`config.mk`:
```
export PLATFORM = sky130hd
export DESIGN_NAME = tpm_cmd_parser
export DESIGN_NICKNAME = d
export VERILOG_FILES = /design/src/rtl/tpm_pkg.sv /design/src/rtl/tpm_be_field_shift.sv /design/src/rtl/tpm_cmd_parser.sv
export SDC_FILE = /design/constraint.sdc
export NUM_CORES = 1
export LEC_CHECK = 0
export BUFFER_PORTS_ARGS = -buffer_cell sky130_fd_sc_hd__buf_2
export CORE_MARGIN = 1
export CORE_UTILIZATION = 51
export CTS_CLUSTER_DIAMETER = 60
export DETAILED_ROUTE_END_ITERATION = 8
export GPL_TIMING_DRIVEN = 0
export PLACE_DENSITY = 0.84
export SYNTH_ARGS = -nofsm -noshare
export SYNTH_HDL_FRONTEND = slang
export SYNTH_SLANG_ARGS = --single-unit
```
`constraint.sdc`:
```
create_clock -name clock -period 5.25 [get_ports clock]
set_clock_uncertainty 0.15 [all_clocks]
set_input_delay 0.7875 -clock clock [delete_from_list [all_inputs] [get_ports clock]]
set_output_delay 0.7875 -clock clock [all_outputs]
set_load 0.1 [all_outputs]
```
`src/rtl/tpm_pkg.sv`:
```
// Shared TPM definitions for the command-parsing front end.
//  - Structure tags accepted in a command header.
//  - Command codes the parser extracts parameters for.
//  - Header response codes reported alongside each parsed command.
//  - Parser state encoding.
package tpm_pkg;

    localparam logic [15:0] TPM_ST_NO_SESSIONS = 16'h8001;
    localparam logic [15:0] TPM_ST_SESSIONS    = 16'h8002;

    localparam logic [31:0] TPM_CC_HIERARCHY_CONTROL    = 32'h0000_0121;
    localparam logic [31:0] TPM_CC_INCREMENTAL_SELFTEST = 32'h0000_0142;
    localparam logic [31:0] TPM_CC_SELFTEST             = 32'h0000_0143;
    localparam logic [31:0] TPM_CC_STARTUP              = 32'h0000_0144;
    localparam logic [31:0] TPM_CC_SHUTDOWN             = 32'h0000_0145;

    localparam logic [31:0] TPM_RC_SUCCESS      = 32'h0000_0000;
    localparam logic [31:0] TPM_RC_BAD_TAG      = 32'h0000_001E;
    localparam logic [31:0] TPM_RC_COMMAND_SIZE = 32'h0000_0142;
    localparam logic [31:0] TPM_RC_AUTH_MISSING = 32'h0000_0125;

    // Smallest legal command: tag(2) + commandSize(4) + commandCode(4).
    localparam logic [31:0] TPM_HDR_BYTES = 32'd10;

    typedef enum logic [3:0] {
        S_TAG,
        S_SIZE,
        S_CODE,
        S_HANDLE,
        S_AUTHSZ,
        S_AUTH,
        S_PARAM,
        S_DRAIN,
        S_EMIT
    } parser_state_e;

endpackage

```
`src/rtl/tpm_be_field_shift.sv`:
```
// 32-bit big-endian byte accumulator. Each shifted byte enters at the LSB
// end, so after N bytes the low 8*N bits hold the field MSB-first as it
// arrived on the wire. clear_i has priority over shift_i.
// Ports:
//  clock, reset_n  clock and asynchronous active-low reset
//  clear_i         zero the accumulator
//  shift_i         shift byte_i in
//  byte_i          incoming byte
//  field_next_o    value the accumulator holds once byte_i is shifted in;
//                  lets the caller capture a field on its final byte
module tpm_be_field_shift
    import tpm_pkg::*;
(
    input  logic        clock,
    input  logic        reset_n,
    input  logic        clear_i,
    input  logic        shift_i,
    input  logic [7:0]  byte_i,
    output logic [31:0] field_next_o
);

    logic [31:0] field_q;
    logic [31:0] field_d;

    assign field_next_o = {field_q[23:0], byte_i};

    always_comb begin
        field_d = field_q;
        if (clear_i) begin
            field_d = '0;
        end else if (shift_i) begin
            field_d = field_next_o;
        end
    end

    always_ff @(posedge clock or negedge reset_n) begin
        if (!reset_n) begin
            field_q <= '0;
        end else begin
            field_q <= field_d;
        end
    end

endmodule

```
`src/rtl/tpm_cmd_parser.sv`:
```
// TPM command header parser. Consumes the raw command byte stream, checks
// the 10-byte header, extracts command code / locality / parameters and
// presents one parsed command per frame over a valid/ready handshake.
// Frames with header errors are drained to rx_last and still emitted,
// carrying a non-zero hdr_rc.
// Ports:
//  clock, reset_n        clock, asynchronous active-low reset
//  rx_data/valid/last    command byte stream; rx_ready accepts a byte
//  locality_in           transport locality, latched with byte 1
//  cmd_valid/cmd_ready   parsed-command handshake
//  tpm_cc, cmd_param, auth_handle, cmd_size, locality, hdr_rc
//                        parsed command fields, stable while cmd_valid
module tpm_cmd_parser
    import tpm_pkg::*;
#(
    parameter int MAX_CMD_SIZE = 4096
) (
    input  logic        clock,
    input  logic        reset_n,
    input  logic [7:0]  rx_data,
    input  logic        rx_valid,
    input  logic        rx_last,
    output logic        rx_ready,
    input  logic [7:0]  locality_in,
    output logic        cmd_valid,
    input  logic        cmd_ready,
    output logic [31:0] tpm_cc,
    output logic [32:0] cmd_param,
    output logic [31:0] auth_handle,
    output logic [31:0] cmd_size,
    output logic [7:0]  locality,
    output logic [31:0] hdr_rc
);

    localparam int CW = $clog2(MAX_CMD_SIZE) + 1;
    localparam logic [CW-1:0] CNT_SAT = CW'(MAX_CMD_SIZE + 1);
    localparam logic [CW-1:0] CNT_ONE = CW'(1);
    localparam logic [31:0]   MAX_SIZE = 32'(MAX_CMD_SIZE);

    parser_state_e state_q, state_d;
    logic [31:0]   rem_q, rem_d;        // bytes still to come in the current field
    logic [CW-1:0] count_q, count_d;    // accepted bytes in this frame
    logic          done_q, done_d;      // all fields for this code extracted
    logic          rx_ready_q, rx_ready_d;
    logic [15:0]   tag_q, tag_d;
    logic [31:0]   size_q, size_d;
    logic [31:0]   cc_q, cc_d;
    logic [32:0]   param_q, param_d;
    logic [31:0]   auth_q, auth_d;
    logic [7:0]    loc_q, loc_d;
    logic [31:0]   rc_q, rc_d;

    logic          sh_clear;
    logic          sh_shift;
    logic [31:0]   fn;                  // field value including the current byte
    logic          err;
    logic [31:0]   err_rc;

    tpm_be_field_shift u_field (
        .clock        (clock),
        .reset_n      (reset_n),
        .clear_i      (sh_clear),
        .shift_i      (sh_shift),
        .byte_i       (rx_data),
        .field_next_o (fn)
    );

    always_comb begin
        state_d    = state_q;
        rem_d      = rem_q;
        count_d    = count_q;
        done_d     = done_q;
        tag_d      = tag_q;
        size_d     = size_q;
        cc_d       = cc_q;
        param_d    = param_q;
        auth_d     = auth_q;
        loc_d      = loc_q;
        rc_d       = rc_q;
        sh_clear   = 1'b0;
        sh_shift   = 1'b0;
        err        = 1'b0;
        err_rc     = TPM_RC_SUCCESS;

        if (state_q == S_EMIT) begin
            // Handshake returns every field to 0 so a truncated next frame
            // reports unreceived fields as 0.
            if (cmd_ready) begin
                state_d  = S_TAG;
                rem_d    = 32'd2;
                count_d  = '0;
                done_d   = 1'b0;
                tag_d    = '0;
                size_d   = '0;
                cc_d     = '0;
                param_d  = '0;
                auth_d   = '0;
                loc_d    = '0;
                rc_d     = TPM_RC_SUCCESS;
                sh_clear = 1'b1;
            end
        end else if (rx_valid && rx_ready_q) begin
            count_d = (count_q == CNT_SAT) ? count_q : count_q + CNT_ONE;
            if (count_q == '0) begin
                loc_d = locality_in;
            end

            case (state_q)
                S_TAG: begin
                    sh_shift = 1'b1;
                    rem_d    = rem_q - 32'd1;
                    if (rem_q == 32'd1) begin
                        sh_clear = 1'b1;
                        tag_d    = fn[15:0];
                        if (fn[15:0] != TPM_ST_NO_SESSIONS && fn[15:0] != TPM_ST_SESSIONS) begin
                            err    = 1'b1;
                            err_rc = TPM_RC_BAD_TAG;
                        end else begin
                            state_d = S_SIZE;
                            rem_d   = 32'd4;
                        end
                    end
                end
                S_SIZE: begin
                    sh_shift = 1'b1;
                    rem_d    = rem_q - 32'd1;
                    if (rem_q == 32'd1) begin
                        sh_clear = 1'b1;
                        size_d   = fn;
                        if (fn < TPM_HDR_BYTES || fn > MAX_SIZE) begin
                            err    = 1'b1;
                            err_rc = TPM_RC_COMMAND_SIZE;
                        end else begin
                            state_d = S_CODE;
                            rem_d   = 32'd4;
                        end
                    end
                end
                S_CODE: begin
                    sh_shift = 1'b1;
                    rem_d    = rem_q - 32'd1;
                    if (rem_q == 32'd1) begin
                        sh_clear = 1'b1;
                        cc_d     = fn;
                        if (fn == TPM_CC_HIERARCHY_CONTROL && tag_q == TPM_ST_NO_SESSIONS) begin
                            err    = 1'b1;
                            err_rc = TPM_RC_AUTH_MISSING;
                        end else begin
                            case (fn)
                                TPM_CC_STARTUP, TPM_CC_SHUTDOWN: begin
                                    state_d = S_PARAM;
                                    rem_d   = 32'd2;
                                end
                                TPM_CC_SELFTEST: begin
                                    state_d = S_PARAM;
                                    rem_d   = 32'd1;
                                end
                                TPM_CC_HIERARCHY_CONTROL: begin
                                    state_d = S_HANDLE;
                                    rem_d   = 32'd4;
                                end
                                // IncrementalSelfTest and unknown codes: nothing
                                // to extract, the engine handles the body.
                                default: begin
                                    done_d  = 1'b1;
                                    state_d = S_DRAIN;
                                end
                            endcase
                        end
                    end
                end
                S_HANDLE: begin
                    sh_shift = 1'b1;
                    rem_d    = rem_q - 32'd1;
                    if (rem_q == 32'd1) begin
                        sh_clear = 1'b1;
                        auth_d   = fn;
                        state_d  = S_AUTHSZ;
                        rem_d    = 32'd4;
                    end
                end
                S_AUTHSZ: begin
                    sh_shift = 1'b1;
                    rem_d    = rem_q - 32'd1;
                    if (rem_q == 32'd1) begin
                        sh_clear = 1'b1;
                        if (fn == 32'd0) begin
                            state_d = S_PARAM;
                            rem_d   = 32'd5;
                        end else begin
                            state_d = S_AUTH;
                            rem_d   = fn;
                        end
                    end
                end
                S_AUTH: begin
                    rem_d = rem_q - 32'd1;
                    if (rem_q == 32'd1) begin
                        state_d = S_PARAM;
                        rem_d   = 32'd5;
                    end
                end
                S_PARAM: begin
                    sh_shift = 1'b1;
                    rem_d    = rem_q - 32'd1;
                    case (cc_q)
                        TPM_CC_STARTUP, TPM_CC_SHUTDOWN: begin
                            if (rem_q == 32'd1) begin
                                param_d = {17'b0, fn[15:0]};
                            end
                        end
                        TPM_CC_SELFTEST: begin
                            param_d = {32'b0, rx_data[0]};
                        end
                        default: begin
                            // HierarchyControl: 4-byte enable then 1-byte state.
                            if (rem_q == 32'd2) begin
                                param_d[32:1] = fn;
                                sh_clear      = 1'b1;
                            end
                            if (rem_q == 32'd1) begin
                                param_d[0] = rx_data[0];
                            end
                        end
                    endcase
                    if (rem_q == 32'd1) begin
                        sh_clear = 1'b1;
                        done_d   = 1'b1;
                        state_d  = S_DRAIN;
                    end
                end
                default: begin
                end
            endcase

            if (err) begin
                rc_d     = err_rc;
                state_d  = S_DRAIN;
                sh_clear = 1'b1;
            end

            // Final byte: a length mismatch or an unfinished extraction is
            // reported only if no earlier header error was latched.
            if (rx_last) begin
                state_d = S_EMIT;
                if (rc_d == TPM_RC_SUCCESS && (!done_d || 32'(count_d) != size_d)) begin
                    rc_d = TPM_RC_COMMAND_SIZE;
                end
            end
        end

        rx_ready_d = (state_d != S_EMIT);
    end

    always_ff @(posedge clock or negedge reset_n) begin
        if (!reset_n) begin
            state_q    <= S_TAG;
            rem_q      <= 32'd2;
            count_q    <= '0;
            done_q     <= 1'b0;
            rx_ready_q <= 1'b0;
            tag_q      <= '0;
            size_q     <= '0;
            cc_q       <= '0;
            param_q    <= '0;
            auth_q     <= '0;
            loc_q      <= '0;
            rc_q       <= TPM_RC_SUCCESS;
        end else begin
            state_q    <= state_d;
            rem_q      <= rem_d;
            count_q    <= count_d;
            done_q     <= done_d;
            rx_ready_q <= rx_ready_d;
            tag_q      <= tag_d;
            size_q     <= size_d;
            cc_q       <= cc_d;
            param_q    <= param_d;
            auth_q     <= auth_d;
            loc_q      <= loc_d;
            rc_q       <= rc_d;
        end
    end

    assign rx_ready    = rx_ready_q;
    assign cmd_valid   = (state_q == S_EMIT);
    assign tpm_cc      = cc_q;
    assign cmd_param   = param_q;
    assign auth_handle = auth_q;
    assign cmd_size    = size_q;
    assign locality    = loc_q;
    assign hdr_rc      = rc_q;

endmodule

```
# Yosys cells after proc, flatten, opt, wreduce, memory -nomap -nowiden
# Index checks and enable logic that the tools add are counted.
# totals
regBits,260
inputBits,21
output_inout_bits,171
word_cells,194
# classes
add_sub_neg,2
magnitude_cmp,2
eq_ne,24
muxes,115
n_reduce_logical,37
# ops
cell,n
$mux W32,35
$eq A32 B9 Y1 const B,7
$pmux W32 S7,1
$mux W33,5
$pmux W32 S3,1
$mux W16,5
$pmux W33 S2,1
$logic_not A32 Y1,2
$mux W4,15
$mux W13,4
$mux W24,2
$mux W9,4
$eq A32 B1 Y1 const B,1
$eq A32 B2 Y1 const B,1
$gt A32 B13 Y1 const B,1
$lt A32 B4 Y1 const B,1
$mux W8,4
$ne A13 B32 Y1,1
$ne A16 B16 Y1 const B,2
$sub A32 B1 Y32 const B,1
$mux W1,29
$pmux W4 S7,1
$pmux W9 S3,1
$eq A16 B16 Y1 const B,1
other kinds (32),54

# Longest topological paths before layout
# logic_depth
depth_word,16
depth_mapped,13
ltp_nobuf,10

# Cells and area by module
# Synthesis repeated with hierarchy kept, for this count alone.
# hier_totals
hier_cells,1461
area_unflattened_um2,13100.1
# modules_own_cells
module,n_inst,cells_per_inst,area_per_inst_um2,seq_area_each_um2
tpm_cmd_parser,1,1376,12050.3,5906.9
tpm_be_field_shift,1,85,1049.8,600.6

# Worst setup path after synthesis
# OpenSTA, ideal clock, no wires.
# synth_timing
path_kind,flip-flop to output port
startpoint,register state_q[1]
endpoint,output port cmd_valid
arrival_time_ns,2.528
t_required_ns,4.313
slack_ns,1.784
stages_incl_launch_ff,8
path_buffers,3
cell_sequence,dfrtp_1 -> clkbuf_1 -> or2_2 -> nor2_1 -> nand2_1 -> inv_1 -> clkbuf_1 -> clkbuf_1
# synth_between
elab_chain_cells,1
# synth_rtl
element,line_no,rtl
"start, declared",tpm_cmd_parser.sv:40,"parser_state_e state_q, state_d;"
"start signal, assigned",tpm_cmd_parser.sv:270,state_q <= state_d;
$eq A4 B4 Y1,tpm_cmd_parser.sv:286,assign cmd_valid = (state_q == S_EMIT);
"end, declared",tpm_cmd_parser.sv:25,"output logic cmd_valid,"
# Every way passes these cells.

# Worst setup path in the final report
# Same ends and word-level chain as after synthesis.

==> load_flow_metrics.sql <==
INSERT INTO impl_metrics (metric_group, metric, value, unit) VALUES
('routing', 'routed_wl', '39600', 'µm'),
('clocking', 'cts_inserted_buffers', '28', ''),
('setup_path', 'worst_setup_path_end_kind', 'primary output', ''),
('timing', 'final_period_minus_worst_setup_slack', '4330', 'ps'),
('final_layout', 'final_common_cell', 'nand2_1', ''),
('synthesis', 'distinct_cells_synth', '57', ''),
('final_layout', 'finish.net_count', '1656', ''),
('floorplanning', 'fp.dieH', '159', 'µm'),
('floorplanning', 'chipWidth', '159', 'µm'),
('routing', 'via_density_per_instance', '6.05', ''),
('routing', 'drt_first_iter_violations', '1305', ''),
('power', 'power.switching_fraction', '0.543', ''),
('timing', 'drv_slew', '0', ''),
('setup_path', 'r2r_start', 'u_field.field_q[2]', ''),
('placement', 'hpwl', '27900', 'µm'),
('synthesis', 'synth.net_count', '1437', ''),
('global_routing', 'grt_max_degree', '128', ''),
('placement', 'placed_cells_incl_taps', '1917', ''),
('timing', 'max_slew_margin', '0.125', ''),
('final_layout', 'finalNonFillerCells', '1970', ''),
('synthesis', 'synth_flop_cell', 'dfrtp_1', ''),
('final_layout', 'layout.cell_area.non_filler', '14900', 'µm²'),
('setup_path', 'ff2ff_path_depth', '11', ''),
('synthesis', 'synth_enable_flop_cells', '0', ''),
('floorplanning', 'starting_density', '0.527', ''),
('setup_path', 'largest_fanout_on_the_critical_path', '10', ''),
('routing', 'detailedRoute.firstPassIterationCount', '6', ''),
('global_routing', 'tot_gr_track_use', '0.315', ''),
('power', 'sequential_share_of_power', '0.293', ''),
('final_layout', 'combined_area_of_the_multi_input_logic_cells', '5580', 'µm²'),
('final_layout', 'diode_count', '0', ''),
('setup_path', 'timing.critical_path.required', '4310', 'ps'),
('setup_path', 'cp-startpoint', 'state_q[1]', ''),
('synthesis', 'syn-cell-area', '12500', 'µm²'),
('hold_path', 'holdCritStartpoint', 'locality_in[0]', ''),
('clocking', 'post_cts.resized_instances', '0', ''),
('flow_run', 'maxCapViolations', '0', ''),
('clocking', 'tritoncts', 'done', ''),
('routing', 'detail_route.wl_per_cell', '20.1', 'µm'),
('global_routing', 'vias_in_the_first_global_route', '11100', ''),
('floorplanning', 'core_area', '23800', 'µm²'),
('final_layout', 'mostFrequentLayoutCells', 'nand2_1, dfrtp_1, buf_2', ''),
('synthesis', 'yosys_warnings', '0', ''),
('clocking', 'cts-root-buf', 'clkbuf_16', ''),
('floorplanning', 'io-pin-count', '192', ''),
('synthesis', 'synthCells', '1410', ''),
('clocking', 'clk_pin_slew', '60', 'ps'),
('final_layout', 'drive_above_1_share', '0.152', ''),
('run_status', 'outcome', 'complete, no violations', ''),
('timing', 'final-hold-violation-count', '0', ''),
('setup_path', 'reg_to_reg_setup_timing_slack', '1190', 'ps'),
('synthesis', 'synth-seq-cells', '260', ''),
('setup_path', 'setup.worst_path.start_class', 'register', ''),
('final_layout', 'postLayoutCoreUtil', '0.626', ''),
('setup_path', 'path_class', 'reg -> out', ''),
('timing', 'worst-slew-pin-transition', '1290', 'ps'),
('power', 'p_clk_frac', '0.196', ''),
('timing', 'finalCritPeriodShare', '0.825', ''),
('timing', 'setup_violations_final', '0', ''),
('routing', 'final_antenna_violating_net_count', '0', ''),
('synthesis', 'synthArstFlopShare', '1.00', ''),
('floorplanning', 'placementRows', '56', ''),
('routing', 'vias', '11900', ''),
('setup_path', 'endpoint_of_the_worst_register_to_register_path', 'u_field.field_q[3]', ''),
('final_layout', 'area_growth_syn_to_layout', '18.8', '%'),
('power', 'cellInternalPower', '4.74', 'mW'),
('clocking', 'clk-insertion-delay-late', '540', 'ps'),
('placement', 'place_ws', '818', 'ps'),
('synthesis', 'synth_sequential_area_ratio', '0.520', ''),
('placement', 'post_dp_cell_area', '13900', 'µm²'),
('floorplanning', 'area_of_the_die', '25200', 'µm²');
[final cells by class]
class,count,share of cell area
Buffer,98,0.0248
Sequential cell,260,0.438
Tap cell,319,0.0269
Inverter,15,0.00379
Timing Repair Buffer,189,0.0677
Clock inverter,8,0.00724
Multi-Input combinational cell,1037,0.375
Clock buffer,44,0.0567
[power groups by stage]
stage               logic [mW]  clock network, mW  registers (mW)
floorplan                 1.75                  0            5.30
detailed placement        5.23                  0            3.04
finish                    5.31               2.03            3.03
global placement          5.16                  0            3.01
CTS                       5.27               2.04            3.01
global route              5.61               2.13            3.09
[cell usage after synthesis (all sizes together), types with 5 or more instances]
cell type	n	area, µm²
nor4b	10	87.6
a31oi	8	50.1
xor2	17	149
and2	31	194
mux2i	5	50.1
and3	9	56.3
nor2	70	265
o31ai	38	285
ha	6	75.1
nand4	15	93.8
inv	15	56.3
a211oi	7	52.6
a21oi	49	245
nand3b	5	37.5
or2	11	68.8
buf	5	20.0
clkbuf	93	349
a22oi	39	293
a22o	8	70.1
nand2	335	1260
xnor2	24	210
nand2b	7	43.8
or3	7	43.8
dfrtp	259	6480
nand3	62	310
nor4	39	244
o21ai	160	801
or4	12	93.8
nor3	19	95.1
[worst max-delay path, stage by stage, from the launching register on]
cell,delay [ps]
dfrtp_1,360
clkbuf_1,190
or2_2,380
nor2_1,130
nand2_1,290
inv_1,210
clkbuf_1,360
clkbuf_1,400
buf_2,520
[worst min path at each step]
stage,endpoint,slack (ps),cells after the start
2_1_floorplan,tag_q[0],290,2
3_3_place_gp,auth_handle[15],310,2
3_5_place_dp,cmd_param[26],310,2
4_1_cts,locality[4],290,3
5_1_grt,locality[2],320,3
6_report,locality[0],300,3
[sequential cells by signal, summed over array words and instances, names as in the netlist]
name and flops:
cmd_param 33, auth_handle 32, cmd_size 32, hdr_rc 32, rem_q 32, tpm_cc 32
u_field.field_q 24, tag_q 16, count_q 13, locality 8, state_q 4, done_q 1
rx_ready 1
[cells by family after synthesis]
kind of cell / share of synthesized area
xor gates and xnor gates: 0.0324
DFF: 0.520
and+or+nand+nor: 0.236
adders and majority gates: 0.00600
buffers and inverters: 0.0340
AOI/OAI and AO/OA: 0.167
muxes: 0.00400
[metal layers]
metal  global-route usage  vias to the layer above  part of all wire
li1                     -                     5398                 -
met1                0.424                     5797              0.40
met2                0.493                      609              0.46
met3               0.0645                      107             0.092
met4                0.140                        0             0.039
met5                    0                        -                 0
[timing repair]
| item | 4_1_cts | 5_1_grt |
|---|---|---|
| hold endpoints to repair | 34 | 0 |
| setup buffers | 0 | 0 |
| hold buffers | 1 | 0 |
No activity file was read; power rests on OpenSTA's default activity.
